## src/rtl/mips_pkg.sv

```systemverilog
// Shared MIPS pipeline definitions: address map defaults, exception codes
// and the fetch-PC controller state encoding.
package mips_pkg;

    localparam logic [31:0] RESET_PC_DEF = 32'h0000_3000;
    localparam logic [31:0] EXC_PC_DEF   = 32'h0000_4180;
    localparam logic [31:0] IM_LO_DEF    = 32'h0000_3000;
    localparam logic [31:0] IM_HI_DEF    = 32'h0000_6FFC;

    localparam logic [4:0] EXC_INT  = 5'd0;
    localparam logic [4:0] EXC_ADEL = 5'd4;
    localparam logic [4:0] EXC_ADES = 5'd5;
    localparam logic [4:0] EXC_RI   = 5'd10;
    localparam logic [4:0] EXC_OV   = 5'd12;

    typedef enum logic {
        RUN  = 1'b0,
        PEND = 1'b1
    } pc_state_e;

    // Word-aligned and inside [lo, hi].
    function automatic logic addr_legal(input logic [31:0] addr,
                                        input logic [31:0] lo,
                                        input logic [31:0] hi);
        return (addr[1:0] == 2'b00) && (addr >= lo) && (addr <= hi);
    endfunction

endpackage

```

## src/rtl/fetch_adel_check.sv

```systemverilog
// Combinational address-error check: flags misaligned or out-of-range
// addresses and reports CODE. Shared by the fetch and load/store stages.
module fetch_adel_check
    import mips_pkg::*;
#(
    parameter logic [31:0] LO   = IM_LO_DEF,
    parameter logic [31:0] HI   = IM_HI_DEF,
    parameter logic [4:0]  CODE = EXC_ADEL
) (
    input  logic [31:0] addr,
    output logic        exc,
    output logic [4:0]  code
);

    assign exc  = !addr_legal(addr, LO, HI);
    assign code = exc ? CODE : EXC_INT;

endmodule

```

## src/rtl/fetch_pc_ctrl.sv

```systemverilog
// F-stage PC owner and redirect sequencer with one-entry branch buffer.
// Define FETCH_ADEL_EN to enable the fetch address-error (AdEL) check.
module fetch_pc_ctrl
    import mips_pkg::*;
#(
    parameter logic [31:0] RESET_PC = RESET_PC_DEF,
    parameter logic [31:0] EXC_PC   = EXC_PC_DEF
`ifdef FETCH_ADEL_EN
    ,
    parameter logic [31:0] IM_LO    = IM_LO_DEF,
    parameter logic [31:0] IM_HI    = IM_HI_DEF
`endif
) (
    input  logic        clk,
    input  logic        reset,
    input  logic        stall,
    input  logic        req,
    input  logic        eret,
    input  logic [31:0] epc,
    input  logic        br_taken,
    input  logic [31:0] br_target,
    input  logic        f_is_branch,
    output logic [31:0] F_PC,
    output logic        F_BD,
    output logic        F_exc,
    output logic [4:0]  F_ExcCode,
    output logic        flush_fd,
    output logic        pending
);

    pc_state_e   state, next_state;
    logic [31:0] pend_target, next_target;
    logic [31:0] next_pc;
    logic        next_bd;

    // NOTE: sequential state uses non-blocking assignments only, so every
    // register samples the pre-edge values computed by the comb block.
    always_ff @(posedge clk) begin
        if (reset) begin
            state       <= RUN;
            F_PC        <= RESET_PC;
            F_BD        <= 1'b0;
            pend_target <= '0;
        end else begin
            state       <= next_state;
            F_PC        <= next_pc;
            F_BD        <= next_bd;
            pend_target <= next_target;
        end
    end

    // NOTE: every output is defaulted to its held value first, so no path
    // through the priority chain can infer a latch.
    always_comb begin
        next_state  = state;
        next_pc     = F_PC;
        next_bd     = F_BD;
        next_target = pend_target;
        if (req) begin
            next_pc    = EXC_PC;
            next_bd    = 1'b0;
            next_state = RUN;
        end else if (eret) begin
            next_pc    = epc;
            next_bd    = 1'b0;
            next_state = RUN;
        end else if (state == PEND) begin
            // A br_taken seen here is the buffered branch still presenting.
            if (!stall) begin
                next_pc    = pend_target;
                next_bd    = f_is_branch;
                next_state = RUN;
            end
        end else if (stall) begin
            if (br_taken) begin
                next_target = br_target;
                next_state  = PEND;
            end
        end else if (br_taken) begin
            next_pc = br_target;
            next_bd = f_is_branch;
        end else begin
            next_pc = F_PC + 32'd4;
            next_bd = f_is_branch;
        end
    end

    // eret has no delay slot, so the instruction behind it is squashed.
    always_comb begin
        pending  = (state == PEND);
        flush_fd = eret && !req && !reset;
    end

`ifdef FETCH_ADEL_EN
    fetch_adel_check #(
        .LO   (IM_LO),
        .HI   (IM_HI),
        .CODE (EXC_ADEL)
    ) u_adel (
        .addr (F_PC),
        .exc  (F_exc),
        .code (F_ExcCode)
    );
`else
    assign F_exc     = 1'b0;
    assign F_ExcCode = EXC_INT;
`endif

endmodule
```

## config.mk

```make
export PLATFORM = sky130hd
export DESIGN_NAME = fetch_pc_ctrl
export DESIGN_NICKNAME = d
export VERILOG_FILES = /design/src/rtl/mips_pkg.sv /design/src/rtl/fetch_adel_check.sv /design/src/rtl/fetch_pc_ctrl.sv
export SDC_FILE = /design/constraint.sdc
export NUM_CORES = 1
export LEC_CHECK = 0
export CAP_MARGIN = 5
export CORE_UTILIZATION = 47
export DETAILED_ROUTE_END_ITERATION = 10
export PLACE_DENSITY = 0.79
export SLEW_MARGIN = 20
export SYNTH_ARGS = -nofsm -noshare
export SYNTH_HDL_FRONTEND = slang
export SYNTH_SLANG_ARGS = --single-unit
export TNS_END_PERCENT = 30
```

## constraint.sdc

```tcl
create_clock -name clk -period 5.8 [get_ports clk]
set_input_delay 1.16 -clock clk [delete_from_list [all_inputs] [get_ports clk]]
set_output_delay 1.16 -clock clk [all_outputs]
set_load 0.01 [all_outputs]
```

==> out/qor.txt <==
Final HPWL DP: 8530 µm
DRT iter0 DRCs: 453
Fmax: 234 MHz
Worst slew margin: 0.309
Root Driver: clkbuf_8
unrepaired setup endpoints after global routing: false
number of buffers inserted by hold repair at cts: 0
Hold/Removal Path Class: register to register
Antenna Violating Nets Remaining: 0
commonest non-fill, non-tap cell in the layout: nand2_1
Tcrit/Tclk final: 0.736
status: complete, no violations
most frequent cells in the layout: nand2_1, clkdlybuf4s50_1, a21oi_1, dfxtp_1, o21ai_0
CTS H-tree lvls: 3
Post-Syn Area: 3970 µm²
PwrDens: 222 nW/µm²
Final Max Tran Viols: 0
vias: 4540
# diodes: 0
endpoints failing setup: 0
Yosys cell types: 58
Routed WL: 12800 µm
fillcell total: 705
Die Span Y: 94.0 µm
max-cap check violation count: 0
critical path endpoint category: output port
Inserted Clock Buffers: 9
DR vias/cell: 6.06
# rows: 33
number of global-route vias before repair: 4190
Initial DRT Pass Iterations: 8
Comb power frac: 0.172
initial cell density of the core: 0.484
die area: 8830 µm²
internal power: 859 µW
clk buf depth: 2
Post-synth top flop: dfxtp_1
register area: 1320 µm²
Worst Skew: 0.00678 ns
post-layout minimum cycle time: 4.27 ns
CTS tree: done
sequential fraction of the synthesis area: 0.332
Worst Path Max Fanout: 18
routed length per instance: 17.1 µm
#FFs+latches synth: 66
nets: 711
Die W: 94.0 µm
Clk Latency, worst-skew pair: 0.35 ns
setup TNS: 0 ns
area delta synth->final: 32.8%
CP Data Arrival Time: 3.11 ns
Final Hold Viols: 0
Setup CP Type: input pin to output port
setup bufs post-CTS: 0
placer's final routability congestion estimate: 0.860
synthesized area per cell: 7.11 µm²
slew of the pin with the lowest slew margin: 1.03 ns
final std cells w/o fill: 749
clock share of power: 0.407
maximum vdd ir drop: 142 µV
dpl cells: 733
worst setup margin: 1.53 ns
Resize count post-CTS: 0
Ys Warns: 0
Required @ worst endpoint: 4.64 ns
Syn Inst Count: 559
global-route wire length before repair: 20700 µm
Global Route Usage Sum: 0.305
Reg clk slew, reported paths: 0.07 ns
number of flops mapped to enable cells by yosys: 0
Leak: 0.00181 µW
multi-input logic area: 2410 µm²
Seq pwr share: 0.421
Setup WS pre-CTS: 1.56 ns
Sw Pwr: 312 µW
drt drc: 0
share of layout cells above drive strength 1: 0.0543
I/O pin count: 112
total grt overflow: 0
largest net degree at the start of global routing: 48
clk sinks: 66
port bufs: 105
CP startpoint kind: input pin
asr flop ratio synth: 0
core footprint: 8220 µm²
initial antenna violation count: 0
switch share: 0.267
## synthesized netlist by cell type, types with 3 or more instances
cell type / n / area share
nand2_1: 116 / 0.11
a21oi_1: 71 / 0.089
dfxtp_1: 66 / 0.33
o21ai_0: 37 / 0.047
clkbuf_1: 35 / 0.033
nor2_1: 21 / 0.020
nand3_1: 18 / 0.023
inv_1: 14 / 0.013
a31oi_1: 12 / 0.019
and3_1: 11 / 0.017
nor3_1: 11 / 0.014
nor4_1: 11 / 0.017
nand2b_1: 10 / 0.016
xnor2_1: 9 / 0.020
nand4_1: 7 / 0.011
a2bb2oi_1: 6 / 0.013
buf_1: 6 / 0.0057
buf_4: 6 / 0.011
o221ai_1: 6 / 0.013
o31a_1: 6 / 0.013
mux2i_1: 5 / 0.013
o211ai_1: 5 / 0.0094
a211oi_1: 4 / 0.0076
and4_1: 4 / 0.0088
o21ai_1: 4 / 0.0050
o31ai_1: 4 / 0.0076
a2111oi_0: 3 / 0.0066
a311oi_1: 3 / 0.0066
and2_1: 3 / 0.0047
nand3b_1: 3 / 0.0057
or2_2: 3 / 0.0047
or3_1: 3 / 0.0047
or4_1: 3 / 0.0057
xor2_1: 3 / 0.0066
## sequential cells by signal, indices dropped and copies added, names as in the netlist, named ones only
name         count
F_BD             1
pend_target     32
F_PC            30
pending          1
## worst paths after layout
kind	from	to	slack [ns]	cells after the start
worst max-delay path	req	flush_fd	1.53	4
worst min-delay path	pend_target[31]	pend_target[31]	0.45	2
worst max register to register	pending	pend_target[4]	3.10	6
worst min register to register	pend_target[31]	pend_target[31]	0.45	2
## cells by family after synthesis
kind of cell,Yosys count,synth area share
adders and majority gates,1,0.00315
buffers and inverters,64,0.0667
and+or+nand+nor,232,0.283
other,1,0.000944
xor gates and xnor gates,12,0.0265
DFF,66,0.332
muxes,6,0.0154
AOI/OAI and AO/OA,177,0.272
## critical path, cell delays in order
cell             delay (ns)
clkdlybuf4s50_1        0.65
or2_2                  0.60
nor2_1                 0.14
clkdlybuf4s50_1        0.55
## layer usage
metal | vias to the layer above | track usage | wire (µm)
li1 | 2153 | - | -
met5 | - | 0 | 0
met3 | 24 | 0.0663 | 1150
met4 | 0 | 0.133 | 257
met2 | 257 | 0.482 | 6060
met1 | 2106 | 0.399 | 5360
## metrics by stage
step / total power [µW] / hold WS [ns] / cell area (µm²) / util
floorplan: 598 / 0.431 / 3990 / -
global placement: 697 / 0.437 / 5030 / 0.612
detailed placement: 701 / 0.446 / 5030 / 0.612
CTS: 1170 / 0.456 / 5270 / 0.642
global route: 1220 / 0.476 / 5280 / 0.642
finish: 1170 / 0.454 / 5280 / 0.642
## cell type report
class	count	area share
clock inverters	7	0.0223
flip-flops and latches	66	0.250
inverters	15	0.0107
multi-input cells	434	0.458
well taps	105	0.0249
clock buffers	9	0.0235
repair buffers	113	0.211
## power by group through the flow
stage / clock, µW / sequential, µW / combinational (µW)
6_report: 477 / 493 / 202
5_1_grt: 504 / 495 / 218
4_1_cts: 481 / 492 / 199
3_5_place_dp: 0 / 503 / 198
3_3_place_gp: 0 / 502 / 195
2_1_floorplan: 0 / 502 / 95.3
Note: power is estimated with default switching activity, not from simulation.
